`src/rtl/dmem_arbiter_if.sv`:
```
// Shared data-memory port bundle for dmem_arbiter.
// Groups the CPU request port, the DMA request port and the memory-side port.
//   slave  : the arbiter's view (requests in, grants/read data/memory drive out)
//   master : the environment's view (requesters and memory model)
interface dmem_arbiter_if #(
  parameter int unsigned ADDR_W = 32,
  parameter int unsigned DATA_W = 32
);
  // CPU load/store path
  logic              cpu_req;
  logic [ADDR_W-1:0] cpu_addr;
  logic [DATA_W-1:0] cpu_wdata;
  logic [1:0]        cpu_we;
  logic              cpu_stall;
  logic [DATA_W-1:0] cpu_rdata;
  logic              cpu_rvalid;
  // DMA / peripheral master
  logic              dma_req;
  logic              dma_lock;
  logic [ADDR_W-1:0] dma_addr;
  logic [DATA_W-1:0] dma_wdata;
  logic [1:0]        dma_we;
  logic              dma_gnt;
  logic [DATA_W-1:0] dma_rdata;
  logic              dma_rvalid;
  // Memory port
  logic [ADDR_W-1:0] mem_addr;
  logic [DATA_W-1:0] mem_wdata;
  logic [1:0]        mem_we;
  logic [DATA_W-1:0] mem_rdata;

  modport slave (
    input  cpu_req, cpu_addr, cpu_wdata, cpu_we,
    output cpu_stall, cpu_rdata, cpu_rvalid,
    input  dma_req, dma_lock, dma_addr, dma_wdata, dma_we,
    output dma_gnt, dma_rdata, dma_rvalid,
    output mem_addr, mem_wdata, mem_we,
    input  mem_rdata
  );

  modport master (
    output cpu_req, cpu_addr, cpu_wdata, cpu_we,
    input  cpu_stall, cpu_rdata, cpu_rvalid,
    output dma_req, dma_lock, dma_addr, dma_wdata, dma_we,
    input  dma_gnt, dma_rdata, dma_rvalid,
    input  mem_addr, mem_wdata, mem_we,
    output mem_rdata
  );
endinterface

```
`src/rtl/dmem_arbiter.sv`:
```
// Two-requester arbiter for the single data-memory port.
// CPU has default priority; the DMA wins after STARVE_LIMIT consecutive denied
// cycles and may hold the port for up to LOCK_MAX grants via dma_lock.
// Read data is registered per requester with a one-cycle rvalid pulse.
// Ports:
//   clk   : system clock, rising edge
//   rst_n : synchronous active-low reset
//   bus   : dmem_arbiter_if.slave (CPU port, DMA port, memory port)
module dmem_arbiter #(
  parameter int unsigned ADDR_W       = 32,
  parameter int unsigned DATA_W       = 32,
  parameter int unsigned STARVE_LIMIT = 4,
  parameter int unsigned LOCK_MAX     = 4
) (
  input  logic           clk,
  input  logic           rst_n,
  dmem_arbiter_if.slave  bus
);

  typedef enum logic [0:0] {StFree, StLocked} lock_state_e;

  lock_state_e       lock_state_q, lock_state_d;
  logic [3:0]        lock_cnt_q, lock_cnt_d;
  logic [3:0]        lock_cnt_inc;
  logic              lock_block_q, lock_block_d;
  logic [3:0]        starve_cnt_q, starve_cnt_d;
  logic              lock_own;
  logic              cpu_gnt, dma_gnt;
  logic [DATA_W-1:0] cpu_rdata_q, cpu_rdata_d, dma_rdata_q, dma_rdata_d;
  logic              cpu_rvalid_q, cpu_rvalid_d, dma_rvalid_q, dma_rvalid_d;
  logic [ADDR_W-1:0] mem_addr;

  assign lock_own     = (lock_state_q == StLocked);
  assign lock_cnt_inc = lock_cnt_q + 4'd1;

  // Grant priority: lock hold, starvation, CPU, plain DMA.
  always_comb begin
    cpu_gnt = 1'b0;
    dma_gnt = 1'b0;
    if (lock_own && bus.dma_req && bus.dma_lock && !lock_block_q) begin
      dma_gnt = 1'b1;
    end else if (bus.dma_req && (starve_cnt_q == 4'(STARVE_LIMIT))) begin
      dma_gnt = 1'b1;
    end else if (bus.cpu_req) begin
      cpu_gnt = 1'b1;
    end else if (bus.dma_req) begin
      dma_gnt = 1'b1;
    end
  end

  // With no owner the CPU address/data stay on the bus but nothing is written.
  assign mem_addr      = dma_gnt ? bus.dma_addr : bus.cpu_addr;
  assign bus.mem_addr  = mem_addr;
  assign bus.mem_wdata = dma_gnt ? bus.dma_wdata : bus.cpu_wdata;
  assign bus.mem_we    = cpu_gnt ? bus.cpu_we : (dma_gnt ? bus.dma_we : 2'b00);

  assign bus.cpu_stall  = bus.cpu_req & ~cpu_gnt;
  assign bus.dma_gnt    = dma_gnt;
  assign bus.cpu_rdata  = cpu_rdata_q;
  assign bus.cpu_rvalid = cpu_rvalid_q;
  assign bus.dma_rdata  = dma_rdata_q;
  assign bus.dma_rvalid = dma_rvalid_q;

  always_comb begin
    starve_cnt_d = starve_cnt_q;
    if (!bus.dma_req || dma_gnt) begin
      starve_cnt_d = 4'd0;
    end else if (starve_cnt_q != 4'(STARVE_LIMIT)) begin
      starve_cnt_d = starve_cnt_q + 4'd1;
    end
  end

  // Lock FSM. lock_block marks the cycle after a forced exit at LOCK_MAX,
  // during which dma_lock is ignored so a waiting CPU gets through.
  always_comb begin
    lock_state_d = lock_state_q;
    lock_cnt_d   = lock_cnt_q;
    lock_block_d = 1'b0;
    unique case (lock_state_q)
      StFree: begin
        lock_cnt_d = 4'd0;
        if (dma_gnt && bus.dma_lock && !lock_block_q) begin
          if (4'(LOCK_MAX) == 4'd1) begin
            lock_block_d = 1'b1;
          end else begin
            lock_state_d = StLocked;
            lock_cnt_d   = 4'd1;
          end
        end
      end
      StLocked: begin
        if (!bus.dma_req || !bus.dma_lock) begin
          lock_state_d = StFree;
          lock_cnt_d   = 4'd0;
        end else if (lock_cnt_inc == 4'(LOCK_MAX)) begin
          lock_state_d = StFree;
          lock_cnt_d   = 4'd0;
          lock_block_d = 1'b1;
        end else begin
          lock_cnt_d = lock_cnt_inc;
        end
      end
      default: begin
        lock_state_d = StFree;
        lock_cnt_d   = 4'd0;
      end
    endcase
  end

  always_comb begin
    cpu_rvalid_d = cpu_gnt & ~bus.cpu_we[0];
    dma_rvalid_d = dma_gnt & ~bus.dma_we[0];
    cpu_rdata_d  = cpu_rvalid_d ? bus.mem_rdata : cpu_rdata_q;
    dma_rdata_d  = dma_rvalid_d ? bus.mem_rdata : dma_rdata_q;
  end

  always_ff @(posedge clk) begin
    if (!rst_n) begin
      lock_state_q <= StFree;
      lock_cnt_q   <= 4'd0;
      lock_block_q <= 1'b0;
      starve_cnt_q <= 4'd0;
      cpu_rdata_q  <= '0;
      dma_rdata_q  <= '0;
      cpu_rvalid_q <= 1'b0;
      dma_rvalid_q <= 1'b0;
    end else begin
      lock_state_q <= lock_state_d;
      lock_cnt_q   <= lock_cnt_d;
      lock_block_q <= lock_block_d;
      starve_cnt_q <= starve_cnt_d;
      cpu_rdata_q  <= cpu_rdata_d;
      dma_rdata_q  <= dma_rdata_d;
      cpu_rvalid_q <= cpu_rvalid_d;
      dma_rvalid_q <= dma_rvalid_d;
    end
  end

endmodule

```
`src/flat_wrapper.sv`:
```
// flat-port wrapper written by rule: the top's interface ports become plain ports
module dmem_arbiter_flat 
#(
  parameter int unsigned ADDR_W       = 32,
  parameter int unsigned DATA_W       = 32,
  parameter int unsigned STARVE_LIMIT = 4,
  parameter int unsigned LOCK_MAX     = 4
)
  (clk, rst_n, bus_cpu_req, bus_cpu_addr, bus_cpu_wdata, bus_cpu_we, bus_cpu_stall, bus_cpu_rdata, bus_cpu_rvalid, bus_dma_req, bus_dma_lock, bus_dma_addr, bus_dma_wdata, bus_dma_we, bus_dma_gnt, bus_dma_rdata, bus_dma_rvalid, bus_mem_addr, bus_mem_wdata, bus_mem_we, bus_mem_rdata);
  dmem_arbiter_if #(.ADDR_W(ADDR_W), .DATA_W(DATA_W)) bus_i ();
  input  logic clk;
  input  logic rst_n;
  input wire logic [$bits(bus_i.cpu_req)-1:0] bus_cpu_req;
  input wire logic [$bits(bus_i.cpu_addr)-1:0] bus_cpu_addr;
  input wire logic [$bits(bus_i.cpu_wdata)-1:0] bus_cpu_wdata;
  input wire logic [$bits(bus_i.cpu_we)-1:0] bus_cpu_we;
  output wire logic [$bits(bus_i.cpu_stall)-1:0] bus_cpu_stall;
  output wire logic [$bits(bus_i.cpu_rdata)-1:0] bus_cpu_rdata;
  output wire logic [$bits(bus_i.cpu_rvalid)-1:0] bus_cpu_rvalid;
  input wire logic [$bits(bus_i.dma_req)-1:0] bus_dma_req;
  input wire logic [$bits(bus_i.dma_lock)-1:0] bus_dma_lock;
  input wire logic [$bits(bus_i.dma_addr)-1:0] bus_dma_addr;
  input wire logic [$bits(bus_i.dma_wdata)-1:0] bus_dma_wdata;
  input wire logic [$bits(bus_i.dma_we)-1:0] bus_dma_we;
  output wire logic [$bits(bus_i.dma_gnt)-1:0] bus_dma_gnt;
  output wire logic [$bits(bus_i.dma_rdata)-1:0] bus_dma_rdata;
  output wire logic [$bits(bus_i.dma_rvalid)-1:0] bus_dma_rvalid;
  output wire logic [$bits(bus_i.mem_addr)-1:0] bus_mem_addr;
  output wire logic [$bits(bus_i.mem_wdata)-1:0] bus_mem_wdata;
  output wire logic [$bits(bus_i.mem_we)-1:0] bus_mem_we;
  input wire logic [$bits(bus_i.mem_rdata)-1:0] bus_mem_rdata;
  assign bus_i.cpu_req = bus_cpu_req;
  assign bus_i.cpu_addr = bus_cpu_addr;
  assign bus_i.cpu_wdata = bus_cpu_wdata;
  assign bus_i.cpu_we = bus_cpu_we;
  assign bus_cpu_stall = bus_i.cpu_stall;
  assign bus_cpu_rdata = bus_i.cpu_rdata;
  assign bus_cpu_rvalid = bus_i.cpu_rvalid;
  assign bus_i.dma_req = bus_dma_req;
  assign bus_i.dma_lock = bus_dma_lock;
  assign bus_i.dma_addr = bus_dma_addr;
  assign bus_i.dma_wdata = bus_dma_wdata;
  assign bus_i.dma_we = bus_dma_we;
  assign bus_dma_gnt = bus_i.dma_gnt;
  assign bus_dma_rdata = bus_i.dma_rdata;
  assign bus_dma_rvalid = bus_i.dma_rvalid;
  assign bus_mem_addr = bus_i.mem_addr;
  assign bus_mem_wdata = bus_i.mem_wdata;
  assign bus_mem_we = bus_i.mem_we;
  assign bus_i.mem_rdata = bus_mem_rdata;
  dmem_arbiter #(.ADDR_W(ADDR_W), .DATA_W(DATA_W), .STARVE_LIMIT(STARVE_LIMIT), .LOCK_MAX(LOCK_MAX)) u_core (.clk(clk), .rst_n(rst_n), .bus(bus_i));
endmodule
```
`config.mk`:
```
export PLATFORM = sky130hd
export DESIGN_NAME = dmem_arbiter_flat
export DESIGN_NICKNAME = d
export VERILOG_FILES = /design/src/rtl/dmem_arbiter_if.sv /design/src/rtl/dmem_arbiter.sv /design/src/flat_wrapper.sv
export SDC_FILE = /design/constraint.sdc
export NUM_CORES = 1
export LEC_CHECK = 0
export ABC_AREA = 1
export CORE_AREA = 3 3 116 118
export DETAILED_ROUTE_END_ITERATION = 8
export DIE_AREA = 0 0 119 121
export GPL_TIMING_DRIVEN = 0
export PLACE_DENSITY = 0.78
export SETUP_SLACK_MARGIN = 0.2
export SLEW_MARGIN = 25
export SYNTH_ARGS = -nofsm -noshare
export SYNTH_HDL_FRONTEND = slang
export SYNTH_SLANG_ARGS = --single-unit
```
`constraint.sdc`:
```
create_clock -name clk -period 4.6 [get_ports clk]
set_clock_uncertainty 0.15 [all_clocks]
set_input_delay 1.15 -clock clk [delete_from_list [all_inputs] [get_ports clk]]
set_output_delay 1.15 -clock clk [all_outputs]
set_load 0.02 [all_outputs]
```
==> metrics, run 1 <==
Tot Pwr 2.10 mW; Hold Crit Class reg -> reg; post-synth top area cell dfxtp_1; Tightest Pin Transition 596 ps; CTS Buffer Depth 2; max-slew violation count 0; clk_lat worst skew 330 ps; switching fraction of total power 29.7%; post-synthesis sequential area ratio 36.3%; launching point of the worst reg2reg path u_core.starve_cnt_q[0]$_SDFFE_PP0P_; Die X 119 µm; mapped cell area 4190 µm²; die height 121 µm; DP Wirelength 14600 µm; Detailed Routing Iterations Pass 1 5; hold_ws 330 ps; Setup Fix Bufs, Post-CTS 0; Port Buffers 302; RePlAce Congestion 0.933; Core Box Area 12600 µm²; CP Max Fanout 10; CTS H-tree depth 3; filler cell count in the final layout 1238; final setup violating endpoints 0; top cells by area, synth dfxtp_1 (36%), nand2_1 (13%), inv_1 (9.9%), nor2_1 (9.6%), o21ai_0 (8.0%); nets 1158; Syn Inst Count 673; Reg power frac 34.1%; Initial Util 33.3%; initial DRC count 328; I/O pins 303; clk sink count 76; Hold Violations, Final 0; Final Cycle Share 92.7%; Final min period 4270 ps; Layout area overhead 82.1%; Via density 4.61; Tot GR Track Use 24.2%; final wirelength 18300 µm; Internal 1.47 mW; reg-to-reg slack, setup 2610 ps; DR vias 5362; CP Launch Type input port; Largest stage delay, worst path 480 ps; net switching power 0.623 mW; Max Freq 0.234 GHz; Yosys reg bits 76; Power Dens Cells 275 nW/µm²; first-pass GRT wire length 27400 µm; WP data required 3300 ps; CTS Buf Count 9; min-delay src u_core.bus.dma_rdata[13]$_SDFFE_PN0P_; Synth Net Count 845; Synth cell types 22; Antenna Cells 0; warning count from the yosys run 0; CTS clk-pin slew, worst paths 60 ps; drt drc 0; arrival time at the worst endpoint 2970 ps; Setup WS pre-CTS -257 ps; Max-Cap Viols 0; row count 41; Comb pwr share 29.7%; share of layout cells above drive strength 1 5.55%; status completed; worst setup margin 335 ps; Worst path most repeated cell buf_4; clock share of power 36.2%; syn avg cell area 6.23 µm²; top-area cell type share of the netlist area 36.3%; antenna violations before repair 0; largest net degree at the start of global routing 14; Worst VDD drop 176 µV; DR WL/cell 15.7 µm; CP Cell Sequence clkdlybuf4s50_1, inv_1, nor2_1, nand2_2, nand3_4, buf_4, buf_4, nand2_1, o21ai_0, dlygate4sd2_1; RSZ-0062 raised after global routing no; kind of critical path in -> out; vias in the first global route 5018; number of nets with antenna violations after routing 0; CP max stage cell clkdlybuf4s50_1; Slew HR 60.3%; DIE AREA 14400 µm²; CTS tree done; CP Capture Type output port; total grt overflow 0; Leakage 3.52 nW; Root Buffer clkbuf_16; CP startpoint bus_dma_lock
power groups by stage:
stage	Sequential (mW)	Combinational [mW]	Clock [mW]
after floorplan	0.771	0.241	0
after global placement	0.729	0.656	0
after detailed placement	0.730	0.659	0
after CTS	0.716	0.626	0.761
after global routing	0.720	0.672	0.781
final	0.716	0.623	0.759
timing repair:
action | 4_1_cts | 5_1_grt
resized for setup | 75 | 32
hold buffers | 0 | 0
setup endpoints to repair | 67 | 13
pin swaps | 0 | 0
flip-flops by register name, indices dropped and copies added (netlist names):
signal	cells
u_core.lock_own	1
u_core.bus.dma_rdata	32
u_core.bus.cpu_rvalid	1
u_core.lock_block_q	1
u_core.bus.cpu_rdata	32
u_core.bus.dma_rvalid	1
u_core.lock_cnt_q	4
u_core.starve_cnt_q	4
through the flow:
| stage | setup TNS [ps] | utilization (%) | area [µm²] | instances |
|---|---|---|---|---|
| floorplan | 0 | - | 4190 | 673 |
| detailed placement | -5820 | 59.1 | 7430 | 1147 |
| CTS | 0 | 61.0 | 7660 | 1163 |
| global placement | -3860 | 59.1 | 7430 | 1147 |
| finish | 0 | 60.7 | 7630 | 1163 |
| global route | 0 | 60.7 | 7630 | 1163 |
worst max-delay path: cells and delay by family:
kind                   cells  cell delay [ps]
AO/OA/AOI/OAI              1               60
buffers and inverters      5             1340
AND/OR/NAND/NOR            4              410
synth_stat cells:
cell        n
nand4_4     1
buf_2      12
dfxtp_1    76
buf_6       4
buf_4       8
a21oi_1    37
nand2_1   143
clkbuf_1   18
inv_1     111
nand3_1    35
nor3_1      3
nor2_1    107
clkbuf_2    1
nand4_1    36
nand3_2     1
nand2_2     1
buf_1       5
o21ai_0    67
nor2_4      1
xnor2_1     2
nand3_4     1
ha_1        3
routing by layer:
| metal | share of wire (%) | global-route usage, % | wire length (µm) |
|---|---|---|---|
| met1 | 43 | 31.2 | 7960 |
| met2 | 48 | 41.3 | 8750 |
| met3 | 6.8 | 5.13 | 1250 |
| met4 | 1.8 | 6.23 | 338 |
| met5 | 0 | 0 | 0 |
kinds of logic after synthesis:
kind of cell	after synthesis	synth area share [%]
fa+ha+maj	3	0.896
flops	76	36.3
xor+xnor	2	0.418
compound gates	104	12.4
simple gates	329	33.9
buf+inv	159	16.1
layout make-up:
type | count | area, µm² | area share (%)
Timing Repair Buffer | 302 | 2910 | 38.1
Multi-Input combinational cell | 438 | 2000 | 26.1
Sequential cell | 76 | 1520 | 19.9
Inverter | 111 | 417 | 5.46
Buffer | 48 | 256 | 3.36
Clock buffer | 11 | 233 | 3.05
Tap cell | 172 | 215 | 2.82
Clock inverter | 5 | 85.1 | 1.11
layout by cell type, fill, tap and decap left out, types with 2 or more instances in the layout:
cell,synthesis,layout
inv_1,111,111
ha_1,3,3
buf_4,8,8
a21oi_1,37,37
nor3_1,3,3
buf_2,12,13
nand2_1,143,143
o21ai_0,67,67
clkdlybuf4s15_1,0,2
nor2_1,107,107
clkbuf_16,0,9
dfxtp_1,76,76
clkbuf_2,1,10
xnor2_1,2,2
dlygate4sd2_1,0,53
nand4_1,36,36
nand3_1,35,35
bufinv_16,0,2
buf_1,5,5
clkbuf_1,18,20
buf_6,4,4
clkdlybuf4s50_1,0,234
path summary, 6_finish.rpt:
check / to / cells after the start
max: bus_mem_wdata[27] / 10
min: u_core.bus.dma_rdata[13]$_SDFFE_PN0P_ / 2
max reg2reg: u_core.bus.dma_rdata[20]$_SDFFE_PN0P_ / 8
min reg2reg: u_core.bus.dma_rdata[13]$_SDFFE_PN0P_ / 2
(Power assumes the default switching activity.)
==> run 2, diff against run 1 <==
- PLACE_DENSITY: 0.78 -> 0.75
- SLEW_MARGIN: 25 -> default
==> run 2 against run 1 <==
  * Utilization is 0.16 points higher
  * Non-clock buffer count stayed put
  * Clock power is 3.2% lower
  * Worst setup slack worse by 71 ps
  * Power is 0.95% lower
  * Cell count stayed put
  * Sequential power hardly changed
  * Largest cell class unchanged
==> metrics, run 2 (same netlist as run 1, synthesis figures left out) <==
most common cell after layout, fill and taps aside clkdlybuf4s50_1; Tot Pwr 2.08 mW (-0.95%); CTS resizes 71 (-5.3%); Reg-to-Reg End u_core.bus.cpu_rdata[4]$_SDFFE_PN0P_; reg2reg path depth 8 (unchanged); CP startpoint bus_cpu_req; DR vias 5396 (+0.63%); WP data required 3300 ps (about the same); Post-Layout Cell Count 1163 (unchanged); Via density 4.64 (+0.63%); largest net degree at the start of global routing 15 (+1); Max Freq 0.231 GHz (-1.6%); Tot GR Track Use 24.6% (+0.38 points); Inst Count DP 1147 (unchanged); switching fraction of total power 30.8% (+1.1 points); total grt overflow 0 (unchanged); Hold Crit Class reg -> reg; Slew HR 51.8% (-8.5 points); CTS H-tree depth 3 (unchanged); clk_lat worst skew 340 ps (about the same); DP Wirelength 14900 µm (+2.0%); DIE AREA 14400 µm² (unchanged); Power Dens Cells 271 nW/µm² (-1.2%); max-slew violation count 0 (unchanged); vias in the first global route 5076 (+1.2%); CTS tree done; reg-to-reg slack, setup 2600 ps (about the same); min-delay src u_core.bus.dma_rdata[4]$_SDFFE_PN0P_; Root Buffer clkbuf_16; die height 121 µm (unchanged); share of layout cells above drive strength 1 5.15% (-0.40 points); initial DRC count 360 (+9.8%); nets 1158 (unchanged); Internal 1.44 mW (-2.6%); Setup Fix Bufs, Post-CTS 0 (unchanged); Core Box Area 12600 µm² (unchanged); CTS clk-pin slew, worst paths 50 ps (about the same); Max-Cap Viols 0 (unchanged); first-pass GRT wire length 27800 µm (+1.5%); DR WL/cell 16.1 µm (+2.1%); Final min period 4340 ps (+70.6 ps); most frequent cells in the layout clkdlybuf4s50_1 (234), nand2_1 (143), inv_1 (111), nor2_1 (107), dfxtp_1 (76); number of nets with antenna violations after routing 0 (unchanged); CP Max Fanout 10 (unchanged); Leakage 3.52 nW (about the same); Antenna Cells 0 (unchanged); worst hold endpoint u_core.bus.dma_rdata[4]$_SDFFE_PN0P_; clk sink count 76 (unchanged); status completed; Worst VDD drop 168 µV (-4.8%); Layout area overhead 82.6%; Reg power frac 34.4% (+0.3 points); Initial Util 33.3% (unchanged); I/O pins 303 (unchanged); RSZ-0062 raised after global routing yes; net switching power 0.641 mW (+2.9%); Port Buffers 302 (unchanged); CP Launch Type input port; Post-CTS Hold Fix Bufs 0 (unchanged); setup TNS 0 ps (unchanged); Hold Violations, Final 0 (unchanged); hold-critical path depth 2 (unchanged); CP Capture Type output port; CTS Buf Count 9 (unchanged); Detailed Routing Iterations Pass 1 6 (+1); arrival time at the worst endpoint 3040 ps (+70 ps); Die X 119 µm (unchanged); CTS Buffer Depth 2 (unchanged); antenna violations before repair 0 (unchanged); Tightest Pin Transition 723 ps (+127 ps); Comb pwr share 30.2% (+0.5 points); Final Cycle Share 94.3% (+1.5 points); launching point of the worst reg2reg path u_core.starve_cnt_q[0]$_SDFFE_PP0P_; final wirelength 18700 µm (+2.1%); row count 41 (unchanged); RePlAce Congestion 0.920 (-1.4%); final setup violating endpoints 0 (unchanged); kind of critical path in -> out; clock share of power 35.4% (-0.8 points); drt drc 0 (unchanged)
==> run 2: power by group through the flow <==
stage	Sequential [mW]	Combinational (mW)	Clock, mW
3_3_place_gp	0.728	0.660	0
5_1_grt	0.719	0.675	0.777
3_5_place_dp	0.729	0.663	0
4_1_cts	0.715	0.629	0.742
6_report	0.715	0.628	0.735
2_1_floorplan	0.771	0.241	0
==> run 2: layer usage <==
metal / track usage [%] / vias to the layer above / share of wire (%)
met1: 31.6 / 2403 / 44
met5: 0 / - / 0
met4: 4.71 / 0 / 1.4
li1: - / 2724 / -
met2: 41.7 / 248 / 47
met3: 6.71 / 21 / 8.1
==> run 2: stage by stage <==
step | setup WS, ps | util (%) | area, µm² | hold WS [ps]
after detailed placement | -211 | 59.1 | 7430 | 318
after CTS | 209 | 60.9 | 7660 | 332
final | 264 | 60.9 | 7650 | 329
after global routing | 140 | 60.9 | 7650 | 356
after global placement | -176 | 59.1 | 7430 | 310
after floorplan | 999 | - | 4190 | 308
==> run 2: worst max path at each step <==
stage                       endpoint  slack (ps)
floorplan           bus_mem_addr[10]        1000
global placement     bus_mem_addr[6]        -180
detailed placement   bus_mem_addr[6]        -210
CTS                      bus_dma_gnt         210
global route         bus_mem_addr[6]         140
finish              bus_mem_addr[10]         260
==> run 2: critical path, cell delays in order <==
cell and delay (ps):
clkdlybuf4s50_1 510, inv_1 80, nand2_1 100, nand3_4 150, buf_4 230, buf_4 180, o21ai_0 280, clkdlybuf4s15_1 360
==> run 2: final cells by class <==
type / count / area, µm²
Timing Repair Buffer: 302 / 2940
Clock inverter: 6 / 71.3
Inverter: 111 / 417
Buffer: 48 / 256
Fill cell: 1197 / 4920
Tap cell: 172 / 215
Clock buffer: 10 / 239
Sequential cell: 76 / 1520
Multi-Input combinational cell: 438 / 2000
==> run 3, diff against run 2 <==
- SKIP_LAST_GASP: default -> 1
==> results of run 3 <==
Same layout as run 2: the final DEF is identical, and so are final timing and power.
